==> src/rtl/seq_mult_ctrl.sv <==
// Sequential shift-and-add unsigned multiplier: one WIDTH-bit adder reused over
// WIDTH iterations, sequenced by a start/busy/done handshake.
module seq_mult_ctrl #(
  parameter int WIDTH = 8
) (
  input  logic               clk,
  input  logic               res,
  input  logic               start,
  input  logic [WIDTH-1:0]   a,
  input  logic [WIDTH-1:0]   b,
  output logic               busy,
  output logic               done,
  output logic [2*WIDTH-1:0] product
);

  localparam int CW = $clog2(WIDTH) + 1;

  typedef enum logic [1:0] {
    IDLE = 2'd0,
    RUN  = 2'd1,
    DONE = 2'd2
  } state_t;

  state_t             state_q, state_d;
  logic [WIDTH-1:0]   m_q, m_d;
  logic [2*WIDTH-1:0] p_q, p_d;
  logic [CW-1:0]      cnt_q, cnt_d;
  logic [2*WIDTH-1:0] product_q, product_d;
  logic               busy_q, busy_d;
  logic               done_q, done_d;

  logic [WIDTH:0]     addend;
  logic [WIDTH:0]     sum;

  // The carry out of the add lands in the top bit of sum and is shifted into P,
  // so no separate carry flop is needed.
  always_comb begin
    addend    = p_q[0] ? {1'b0, m_q} : '0;
    sum       = {1'b0, p_q[2*WIDTH-1:WIDTH]} + addend;
    state_d   = state_q;
    m_d       = m_q;
    p_d       = p_q;
    cnt_d     = cnt_q;
    product_d = product_q;
    busy_d    = 1'b0;
    done_d    = 1'b0;
    case (state_q)
      IDLE: begin
        if (start) begin
          m_d     = a;
          p_d     = {{WIDTH{1'b0}}, b};
          cnt_d   = '0;
          state_d = RUN;
          busy_d  = 1'b1;
        end
      end
      RUN: begin
        p_d   = {sum, p_q[WIDTH-1:1]};
        cnt_d = cnt_q + CW'(1);
        if (cnt_q == CW'(WIDTH - 1)) begin
          product_d = p_d;
          state_d   = DONE;
          done_d    = 1'b1;
        end else begin
          busy_d = 1'b1;
        end
      end
      DONE: begin
        state_d = IDLE;
      end
      default: begin
        state_d = IDLE;
      end
    endcase
  end

  always_ff @(posedge clk) begin
    if (res) begin
      state_q   <= IDLE;
      m_q       <= '0;
      p_q       <= '0;
      cnt_q     <= '0;
      product_q <= '0;
      busy_q    <= 1'b0;
      done_q    <= 1'b0;
    end else begin
      state_q   <= state_d;
      m_q       <= m_d;
      p_q       <= p_d;
      cnt_q     <= cnt_d;
      product_q <= product_d;
      busy_q    <= busy_d;
      done_q    <= done_d;
    end
  end

  assign busy    = busy_q;
  assign done    = done_q;
  assign product = product_q;

endmodule
==> config.mk <==
export PLATFORM = sky130hd
export DESIGN_NAME = seq_mult_ctrl
export DESIGN_NICKNAME = d
export VERILOG_FILES = /design/src/rtl/seq_mult_ctrl.sv
export SDC_FILE = /design/constraint.sdc
export NUM_CORES = 1
export LEC_CHECK = 0
export CAP_MARGIN = 20
export CORE_MARGIN = 2
export CORE_UTILIZATION = 50
export DETAILED_ROUTE_END_ITERATION = 8
export PLACE_DENSITY_LB_ADDON = 0.12
export SLEW_MARGIN = 20
export SYNTH_ARGS = -nofsm -noshare
export SYNTH_HDL_FRONTEND = slang
export SYNTH_SLANG_ARGS = --single-unit
export TNS_END_PERCENT = 5
==> constraint.sdc <==
create_clock -name clk -period 3.26 [get_ports clk]
set_clock_uncertainty 0.1 [all_clocks]
set_input_delay 0.652 -clock clk [delete_from_list [all_inputs] [get_ports clk]]
set_output_delay 0.652 -clock clk [all_outputs]
set_load 0.01 [all_outputs]
# ---- Yosys cells after proc, flatten, opt, wreduce, memory -nomap -nowiden
# Index checks and enable logic that the tools add are counted.
dict set report op_classes {
  addsub 2
  n_eq_ne 4
  n_mux 12
  n_bitwise 1
  reduce_logical 7
}
# op count
set ops {}
lappend ops {{$pmux W16 S2} 1}
lappend ops {{$mux W16} 1}
lappend ops {{$add A8 B8 Y9} 1}
lappend ops {{$mux W8} 1}
lappend ops {{$pmux W4 S2} 1}
lappend ops {{$reduce_and A2 Y1} 4}
lappend ops {{$add A4 B1 Y4 const B} 1}
lappend ops {{$eq A4 B3 Y1 const B} 1}
lappend ops {{$mux W2} 2}
lappend ops {{$mux W4} 1}
lappend ops {{$ne A2 B2 Y1 const B} 2}
lappend ops {{$pmux W2 S2} 1}
lappend ops {{$mux W1} 3}
lappend ops {{$eq A2 B1 Y1 const B} 1}
lappend ops {{$logic_not A2 Y1} 1}
lappend ops {{$pmux W1 S2} 1}
lappend ops {{$reduce_bool A2 Y1} 1}
lappend ops {{$reduce_or A2 Y1} 1}
lappend ops {{$not A1 Y1} 1}
dict set report word_totals {
  register_bits 48
  out_inout_bits 18
  wordCells 33
}

# ---- Depth between registers and ports, before layout
# Gate-level depths: netlist (run 1).
dict set report depth {
  word_depth 3
  mapped_depth 7
  mapped_depth_nobuf 7
}

# ---- Worst setup path before layout (run 1)
# OpenSTA, ideal clock, no wires.
dict set report synth_path {
  path_kind {flip-flop to flip-flop}
  from {reg p_q[0]}
  to {reg p_q[13]}
  setup_ns 0.128
  arrival_ns 1.850
  setup_slack_ns 1.182
  path_stages_with_launch 8
  n_path_buf 0
  period_less_slack_ns 2.078
  path_cell_list {dfxtp_1 > and2_1 > ha_1 > fa_1 > a21o_1 > a221oi_1 > xor2_1 > o31ai_1}
}
dict set report synth_via {
  elab_chain_cells 3
}
# item line_no
set synth_lines {}
lappend synth_lines {{start: declaration} 26} ;# logic [2*WIDTH-1:0] p_q, p_d;
lappend synth_lines {{start signal: assignment} 89} ;# p_q <= p_d;
lappend synth_lines {{$mux W8} 38} ;# addend = p_q[0] ? {1'b0, m_q} : '0;
lappend synth_lines {{$add A8 B8 Y9} 39} ;# sum = {1'b0, p_q[2*WIDTH-1:WIDTH]} + addend;
lappend synth_lines {{$pmux W16 S2} 47} ;# case (state_q)
# Every way passes these cells.
# A chain may end at the register's enable or synchronous reset.

# ---- Worst setup path in the final report (run 1)
dict set report layout_path {
  from {reg p_q[0]}
  to {reg product_q[13] (netlist: product[13])}
}
dict set report layout_via {
  elab_chain_cells 2
}
# item line_no
set layout_lines {}
lappend layout_lines {{$mux W8} 38}
lappend layout_lines {{$add A8 B8 Y9} 39}
lappend layout_lines {{end signal: assignment} 91} ;# product_q <= product_d;
lappend layout_lines {{end: declaration} 28} ;# logic [2*WIDTH-1:0] product_q, product_d;
# Every way passes these cells.

==> out/results.tsv, run 1 <==
metric	value	unit
DP HPWL	3.214	mm
crit path kind	register to register	
yosys synthesis warning count	0	
top cell type's share of synthesized area	44.42	%
critical path arrival	2310	ps
status	completed	
area used by multi-input combinational logic	1132	um^2
RSZ-0062 raised after global routing	no	
Global Route Usage Sum	20.36	%
largest net degree at the start of global routing	35	
port bufs	36	
routability congestion estimate	0.9230	
Nets	322	
Power Dens Cells	431.5	nW/um^2
leakage power	0.9924	nW
commonest cells after routing, fill and taps aside	56 x nand2_1, 48 x dfxtp_1, 36 x clkdlybuf4s50_1	
ANT cells	0	
Post-Syn Nets	291	
FMAX	442.8	MHz
Post-DRT Antenna Nets	0	
Final Util	64.91	%
Clk Latency, worst-skew pair	300	ps
peak supply drop	0.2325	mV
DRT Pass-1 Iters	4	
Final setup viols	0	
crit start category	register	
type of the most critical hold path	register to register	
post-synthesis sequential area ratio	44.42	%
vias in the first global route	1758	
Final Hold Viols	0	
shortest period the worst path allows	2258	ps
max-slew violations	0	
Initial Utilization	52.94	%
post-route clock period utilization	69.27	%
clk buf depth	2	
post_cts resized	0	
# DRC	0	
TritonCTS clock tree	built	
Setup Slack @ Placement	877.6	ps
commonest non-fill, non-tap cell in the layout	nand2_1	
GRT Residual Overflow	0	
H-tree levels	2	
Post-synth ARST share	0	%
routed vias/inst	5.500	
number of synthesized flops with an enable pin	0	
Total Die Area	4869	um^2
mapped cell area	2163	um^2
die width	69.78	um
CP endpoint kind	register	
Crit Path Max Fanout	9	
CTS Sinks	48	
P&R area growth vs syn	22.61	%
area leader, netlist	dfxtp_1	
DRT iter0 DRCs	98	
row count	23	
slew at the pin with the worst max-slew slack	845.7	ps
core area	4086	um^2
Num CTS Buffers	5	
post-synthesis cell count	262	
Worst Slack Setup Final	1002	ps
DR WL/cell	13.85	um
fillers	379	
Reg area	960.9	um^2
worst rel slew slack	43.49	%
Die Y	69.78	um
I/O pins	37	
via count	1881	
FF+latch count, synth	48	
Root Driver	clkbuf_8	
clock-pin slew on the worst setup and hold paths	80	ps
Avg Cell Area, Syn	8.257	um^2
share of cells above drive strength 1	4.452	%
hold_buf cts	0	
top_reg_cell synth	dfxtp_1	
aggregate routed wire length	4.735	mm
total negative setup slack	0	ps
MaxCap Viol Count	0	
Post-CTS Setup Inserts	0	
synth top area cells	dfxtp_1 44%, nand2_1 9.7%, a21oi_1 7.2%	
post-synthesis cell type count	35	
critical path required time	3320	ps
hold slack	354.9	ps
first-pass GRT wire length	8.066	mm
initial antenna violation count	0	
layer usage:
layer  vias up  share of wire, %  wire [um]  GRT usage [%]
met3         6               4.4        206          5.378
met4         0               1.3         61          7.051
met2        38                47       2212          32.17
met5         -                 0          0              0
li1        972                 -          -              -
met1       865                48       2255          26.87
stage by stage:
| stage | cell area [um^2] | power, mW | instances |
|---|---|---|---|
| 3_3_place_gp | 2554 | 0.7493 | 336 |
| 4_1_cts | 2653 | 1.150 | 342 |
| 6_report | 2653 | 1.145 | 342 |
| 5_1_grt | 2653 | 1.192 | 342 |
| 3_5_place_dp | 2554 | 0.7505 | 336 |
| 2_1_floorplan | 2163 | 0.7051 | 262 |
power by group:
group | total (mW) | internal, mW | switching, mW | leakage, nW
clock network | 0.407 | 0.220 | 0.186 | 0.0501
logic | 0.116 | 0.0507 | 0.0650 | 0.552
registers | 0.622 | 0.607 | 0.0152 | 0.391
sequential cells by signal, indices dropped and copies added (netlist names):
| register | count |
|---|---|
| product | 16 |
| done | 1 |
| busy | 1 |
| m_q | 8 |
| state_q | 2 |
| p_q | 16 |
| cnt_q | 4 |
cells by family (layout without fill, tap and decap cells):
kind of cell	after synthesis	after routing	share of synthesized area [%]
buf+inv	17	47	3.239
fa+ha+maj	10	10	6.131
compound gates	63	63	18.68
flops	48	48	44.42
xor+xnor	3	3	1.215
simple gates	121	121	26.32
worst max-delay path, stage by stage (launching register included):
cell      delay [ps]
dfxtp_1          370
and2_1           160
ha_1             200
fa_1             400
a21o_1           200
a221oi_1         350
xor2_1           240
o31ai_1           90
path summary, 6_finish.rpt:
kind | cells past startpoint | slack [ps] | startpoint | endpoint
worst max-delay path | 7 | 1000 | p_q[0] | product[13]
worst min-delay path | 2 | 350 | m_q[4] | m_q[4]
worst max register to register | 7 | 1000 | p_q[0] | product[13]
worst min register to register | 2 | 350 | m_q[4] | m_q[4]
cell usage after synthesis (all sizes together) (5+ instances only):
cell,count
nor2,27
and2,8
a21oi,31
dfxtp,48
a311oi,8
a211oi,5
nand3b,6
ha,9
clkbuf,12
nand2,56
buf,5
nand3,7
cell type report:
class	count	share of cell area, %
clock inverters	1	1.132
multi-input cells	197	42.69
repair buffers	41	15.00
clock buffers	5	2.594
well taps	50	2.358
flip-flops and latches	48	36.23
No activity file was read; power rests on OpenSTA's default activity.
==> inputs of run 2 (changes only) <==
Clock period 3.26 ns to 2.1 ns, I/O delays scaled along.
==> run 2 against run 1 <==
Against the previous run:
- largest power group unchanged
- worst hold slack about the same
- critical path depth is 1 higher
- critical endpoint is now p_q[13]
- sequential power rose by 55%
- register-to-register slack worse by 1000 ps
- worst setup slack lost 1000 ps
- highest routed layer unchanged
- die area stayed put
- the run now ends with negative setup slack left
- sequential cell count stayed put
==> out/results.tsv, run 2 (synthesis gave the netlist of run 1 again) <==
metric	value	unit
routed vias/inst	5.586	
critical-path cell list	buf_4, and2_1, ha_1, a21o_1, a221oi_2, buf_4, xor2_4, o31ai_4	
slew at the pin with the worst max-slew slack	378.6	ps
R2R Setup Slk	-4	ps
Hold Path Origin	m_q[6]	
aggregate routed wire length	5.214	mm
status	complete, but fails checks	
worst rel slew slack	74.70	%
met1 wire length	2.342	mm
P&R area growth vs syn	34.93	%
R2R Path End	p_q[13]	
crit-path max cell delay	340	ps
Largest delay share family, worst path	compound AO/OA/AOI/OAI gates	
H-tree levels	2	
# DRC	0	
DR WL/cell	14.48	um
port bufs	36	
row count	23	
WHS Path Cells	2	
routability congestion estimate	0.9215	
share of cells above drive strength 1	13.23	%
DRT iter0 DRCs	138	
core area	4086	um^2
Die Y	69.78	um
max-slew violations	0	
Post-CTS Setup Inserts	0	
total power	2.076	mW
commonest non-fill, non-tap cell in the layout	nand2_1	
vias in the first global route	1865	
shortest period the worst path allows	2104	ps
CTS Sinks	48	
clock-pin slew on the worst setup and hold paths	90	ps
Total Die Area	4869	um^2
DP HPWL	3.570	mm
Post-DRT Antenna Nets	0	
Global Route Usage Sum	22.08	%
sequential power share	46.5	%
Power Dens Cells	711.1	nW/um^2
Num CTS Buffers	5	
total negative setup slack	-4.007	ps
Final Util	71.43	%
combinational fraction of design power	10.0	%
dpl cells	352	
initial antenna violation count	0	
cell internal pwr	1.636	mW
critical path required time	2220	ps
CP endpoint kind	register	
failing checks	negative setup slack	
critical path arrival	2230	ps
Min-Delay Endpoint	m_q[6]	
FMAX	475.3	MHz
fillers	337	
crit start category	register	
Worst Slack Setup Final	-4.007	ps
commonest cells after routing, fill and taps aside	56 x nand2_1, 47 x dfxtp_1, 36 x clkdlybuf4s50_1	
clock power share	43.5	%
switching part of the total power	21.21	%
MaxCap Viol Count	0	
Nets	338	
leakage power	1.111	nW
Non-Filler Instances	360	
cell depth of the worst flop-to-flop path	8	
Crit Path Max Fanout	5	
CP max stage cell	dfxtp_2	
GRT Residual Overflow	0	
die width	69.78	um
clk buf depth	2	
r2r startpoint	p_q[0]	
DRT Pass-1 Iters	4	
peak supply drop	0.3398	mV
I/O pins	37	
cell mode on critical path	buf_4	
via count	2011	
crit path kind	register to register	
Final setup viols	1	
RSZ-0062 raised after global routing	yes	
first-pass GRT wire length	8.666	mm
Switching Power	0.4402	mW
Met3 Routed Length	293	um
largest net degree at the start of global routing	41	
Initial Utilization	52.94	%
Clk Latency, worst-skew pair	310	ps
Top Layer Used	met4	
Buf+Inv Stages, Crit Path	2	
TritonCTS clock tree	built	
Root Driver	clkbuf_8	
type of the most critical hold path	register to register	
ANT cells	0	
met2 WL	2.432	mm
post-route clock period utilization	100.2	%
Final Hold Viols	0	
run 2: power by group through the flow:
stage                     clock network [mW]  registers, mW  logic, mW
final                                  0.903          0.965      0.207
after detailed placement                   0          0.985      0.199
after floorplan                            0          0.981      0.113
after global routing                   0.960          0.969      0.231
after global placement                     0          0.984      0.197
after CTS                              0.920          0.964      0.205
run 2: worst reg2reg max path, delay by kind of cell (launching register included):
family	cells	cell delay, ps
compound gates	3	710
xor+xnor	1	80
fa+ha+maj	1	340
simple gates	1	140
flops	1	340
buf+inv	2	320
run 2: routing by layer:
| layer | global-route usage [%] | vias to the layer above |
|---|---|---|
| met4 | 9.615 | 0 |
| met3 | 5.959 | 15 |
| met2 | 34.18 | 59 |
| met5 | 0 | - |
| li1 | - | 1009 |
| met1 | 28.86 | 928 |
run 2: cell type report:
type                    instances  area (um^2)  area share [%]
flip-flops and latches         48        962.2           32.96
clock buffers                   5        68.82           2.357
repair buffers                 57        530.5           18.17
well taps                      50        62.56           2.143
clock inverters                 3        90.09           3.086
multi-input cells             197         1205           41.28
run 2: per-stage QoR:
step | hold slack (ps) | worst slack (ps) | cell area (um^2)
3_5_place_dp | 344.7 | -126.2 | 2686
4_1_cts | 357.2 | -3.889 | 2885
5_1_grt | 370.4 | -89.05 | 2919
3_3_place_gp | 340.9 | -7.184 | 2686
2_1_floorplan | 327.5 | 21.58 | 2163
6_report | 354.7 | -4.007 | 2919
run 2: what timing repair did:
| item | CTS | global route |
|---|---|---|
| pin swaps | 2 | 2 |
| gates resized for setup | 10 | 7 |
| endpoints found under the setup margin | 8 | 8 |
| hold buffers | 0 | 0 |
run 2: how the worst max path moves through the flow:
stage                       from     endpoint  slack [ps]  cells past startpoint
after floorplan           p_q[0]      p_q[13]          20                      7
after global placement    p_q[0]      p_q[13]          -7                      8
after detailed placement  p_q[0]  product[14]        -130                      7
after CTS                 m_q[0]      p_q[13]          -4                      8
after global routing      p_q[0]      p_q[14]         -90                      9
final                     p_q[0]      p_q[13]          -4                      8
==> inputs of run 3 (changes only) <==
Settings changed: CAP_MARGIN 20 to 5, CORE_ASPECT_RATIO set to 0.9.
==> run 3 against run 2 <==
Against the previous run:
- the flow now finishes without violations
- sequential cell count unchanged
- die area is essentially flat
- worst setup slack gained 8.4 ps
- clock power is 36% lower
- critical path type unchanged
- count of clock-buffer cells in the layout increased by 2
- combinational power rose by 2%
- worst hold slack about the same
- register-to-register slack about the same
- first-iteration DRC count decreased by 36%
==> out/results.tsv, run 3 (synthesis gave the netlist of run 1 again) <==
metric	value	unit
FMAX	477.2	MHz
Root Driver	clkbuf_8	
Reg area	962.2	um^2
Clk Latency, worst-skew pair	310	ps
Final setup viols	0	
leakage power	1.082	nW
type of the most critical hold path	register to register	
largest net degree at the start of global routing	35	
routability congestion estimate	0.7722	
DR WL/cell	13.62	um
CTS Sinks	48	
Nets	338	
total negative setup slack	0	ps
clk buf depth	2	
status	completed	
max-slew violations	0	
row count	22	
worst rel slew slack	70.25	%
GRT Residual Overflow	0	
post-route clock period utilization	99.79	%
initial antenna violation count	0	
first-pass GRT wire length	8.355	mm
critical path required time	2200	ps
crit path kind	register to register	
P&R area growth vs syn	32.74	%
# DRC	0	
Post-DRT Antenna Nets	0	
slew at the pin with the worst max-slew slack	445.3	ps
area used by multi-input combinational logic	1212	um^2
Post-CTS Setup Inserts	0	
share of cells above drive strength 1	13.55	%
Setup Slack @ Placement	-114.0	ps
Num CTS Buffers	5	
fillers	355	
port bufs	36	
Total Die Area	4869	um^2
shortest period the worst path allows	2096	ps
Buf+Inv Stages, Crit Path	1	
DRT iter0 DRCs	89	
commonest non-fill, non-tap cell in the layout	nand2_1	
H-tree levels	2	
Initial Utilization	52.39	%
TritonCTS clock tree	built	
Largest delay share family, worst path	compound AO/OA/AOI/OAI gates	
crit start category	register	
post-route cell area	2872	um^2
via count	1937	
die width	73.34	um
crit-path max cell delay	360	ps
routed vias/inst	5.411	
ANT cells	0	
critical-path cell list	and2_4, ha_4, fa_2, a21o_1, a221oi_2, buf_4, xor2_4, o31ai_1	
vias in the first global route	1870	
Crit Path Max Fanout	2	
aggregate routed wire length	4.877	mm
Final Hold Viols	0	
peak supply drop	0.4569	mV
Global Route Usage Sum	22.29	%
CP endpoint kind	register	
core area	4129	um^2
Worst Slack Setup Final	4.406	ps
clock-pin slew on the worst setup and hold paths	90	ps
DP HPWL	3.297	mm
Die Y	66.40	um
DRT Pass-1 Iters	4	
critical path arrival	2190	ps
CP max stage cell	fa_2	
Power Dens Cells	610.6	nW/um^2
RSZ-0062 raised after global routing	yes	
placed cell areas	2696	um^2
MaxCap Viol Count	0	
commonest cells after routing, fill and taps aside	56 x nand2_1, 47 x dfxtp_1, 36 x clkdlybuf4s50_1	
I/O pins	37	
[run 3: cell types whose count changed in the layout (fill, tap and decap cells not counted), sizes merged]
cell      delta
bufinv       -3
clkbuf       +2
clkinvlp     +1
[run 3: where the power goes]
group / switching, mW / internal, mW
sequential: 0.0218 / 0.943
combinational: 0.111 / 0.100
clock: 0.310 / 0.268
total: 0.442 / 1.31
[run 3: final timing paths]
kind | from | to | slack, ps | depth (start not counted)
max reg2reg | m_q[0] | product[13] | 4 | 8
min | m_q[3] | m_q[3] | 350 | 2
min reg2reg | m_q[3] | m_q[3] | 350 | 2
max | m_q[0] | product[13] | 4 | 8
[run 3: cell type report]
cell class | instances | share of cell area, %
multi-input cells | 197 | 42.22
repair buffers | 57 | 18.91
flip-flops and latches | 48 | 33.51
clock buffers | 7 | 3.007
clock inverters | 1 | 0.2614
well taps | 48 | 2.092
[run 3: layer usage]
metal  global-route usage, %  share of wire, %  vias to the layer above
li1                        -                 -                     1013
met1                   27.34                46                      886
met2                   37.73                49                       32
met3                   5.640               3.4                        6
met4                   7.955               1.4                        0
met5                       0                 0                        -
[run 3: repair_timing]
item,in CTS,in global routing
pin swaps,1,4
setup endpoints to repair,7,8
hold buffers,0,0
resized for setup,4,12
[run 3: worst register-to-register path, cell delays in order (launching register included)]
cell and delay (ps):
dfxtp_1 320, and2_4 160, ha_4 160, fa_2 370
a21o_1 220, a221oi_2 230, buf_4 180, xor2_4 180
o31ai_1 80
[run 3: through the flow]
| stage | power (mW) | hold slack, ps | utilization, % | instances |
|---|---|---|---|---|
| after floorplan | 1.095 | 327.5 | - | 262 |
| after global placement | 1.184 | 340.7 | 65.30 | 350 |
| after detailed placement | 1.187 | 346.4 | 65.30 | 350 |
| after CTS | 1.757 | 358.5 | 68.06 | 358 |
| after global routing | 1.833 | 370.6 | 69.55 | 358 |
| final | 1.753 | 354.4 | 69.55 | 358 |
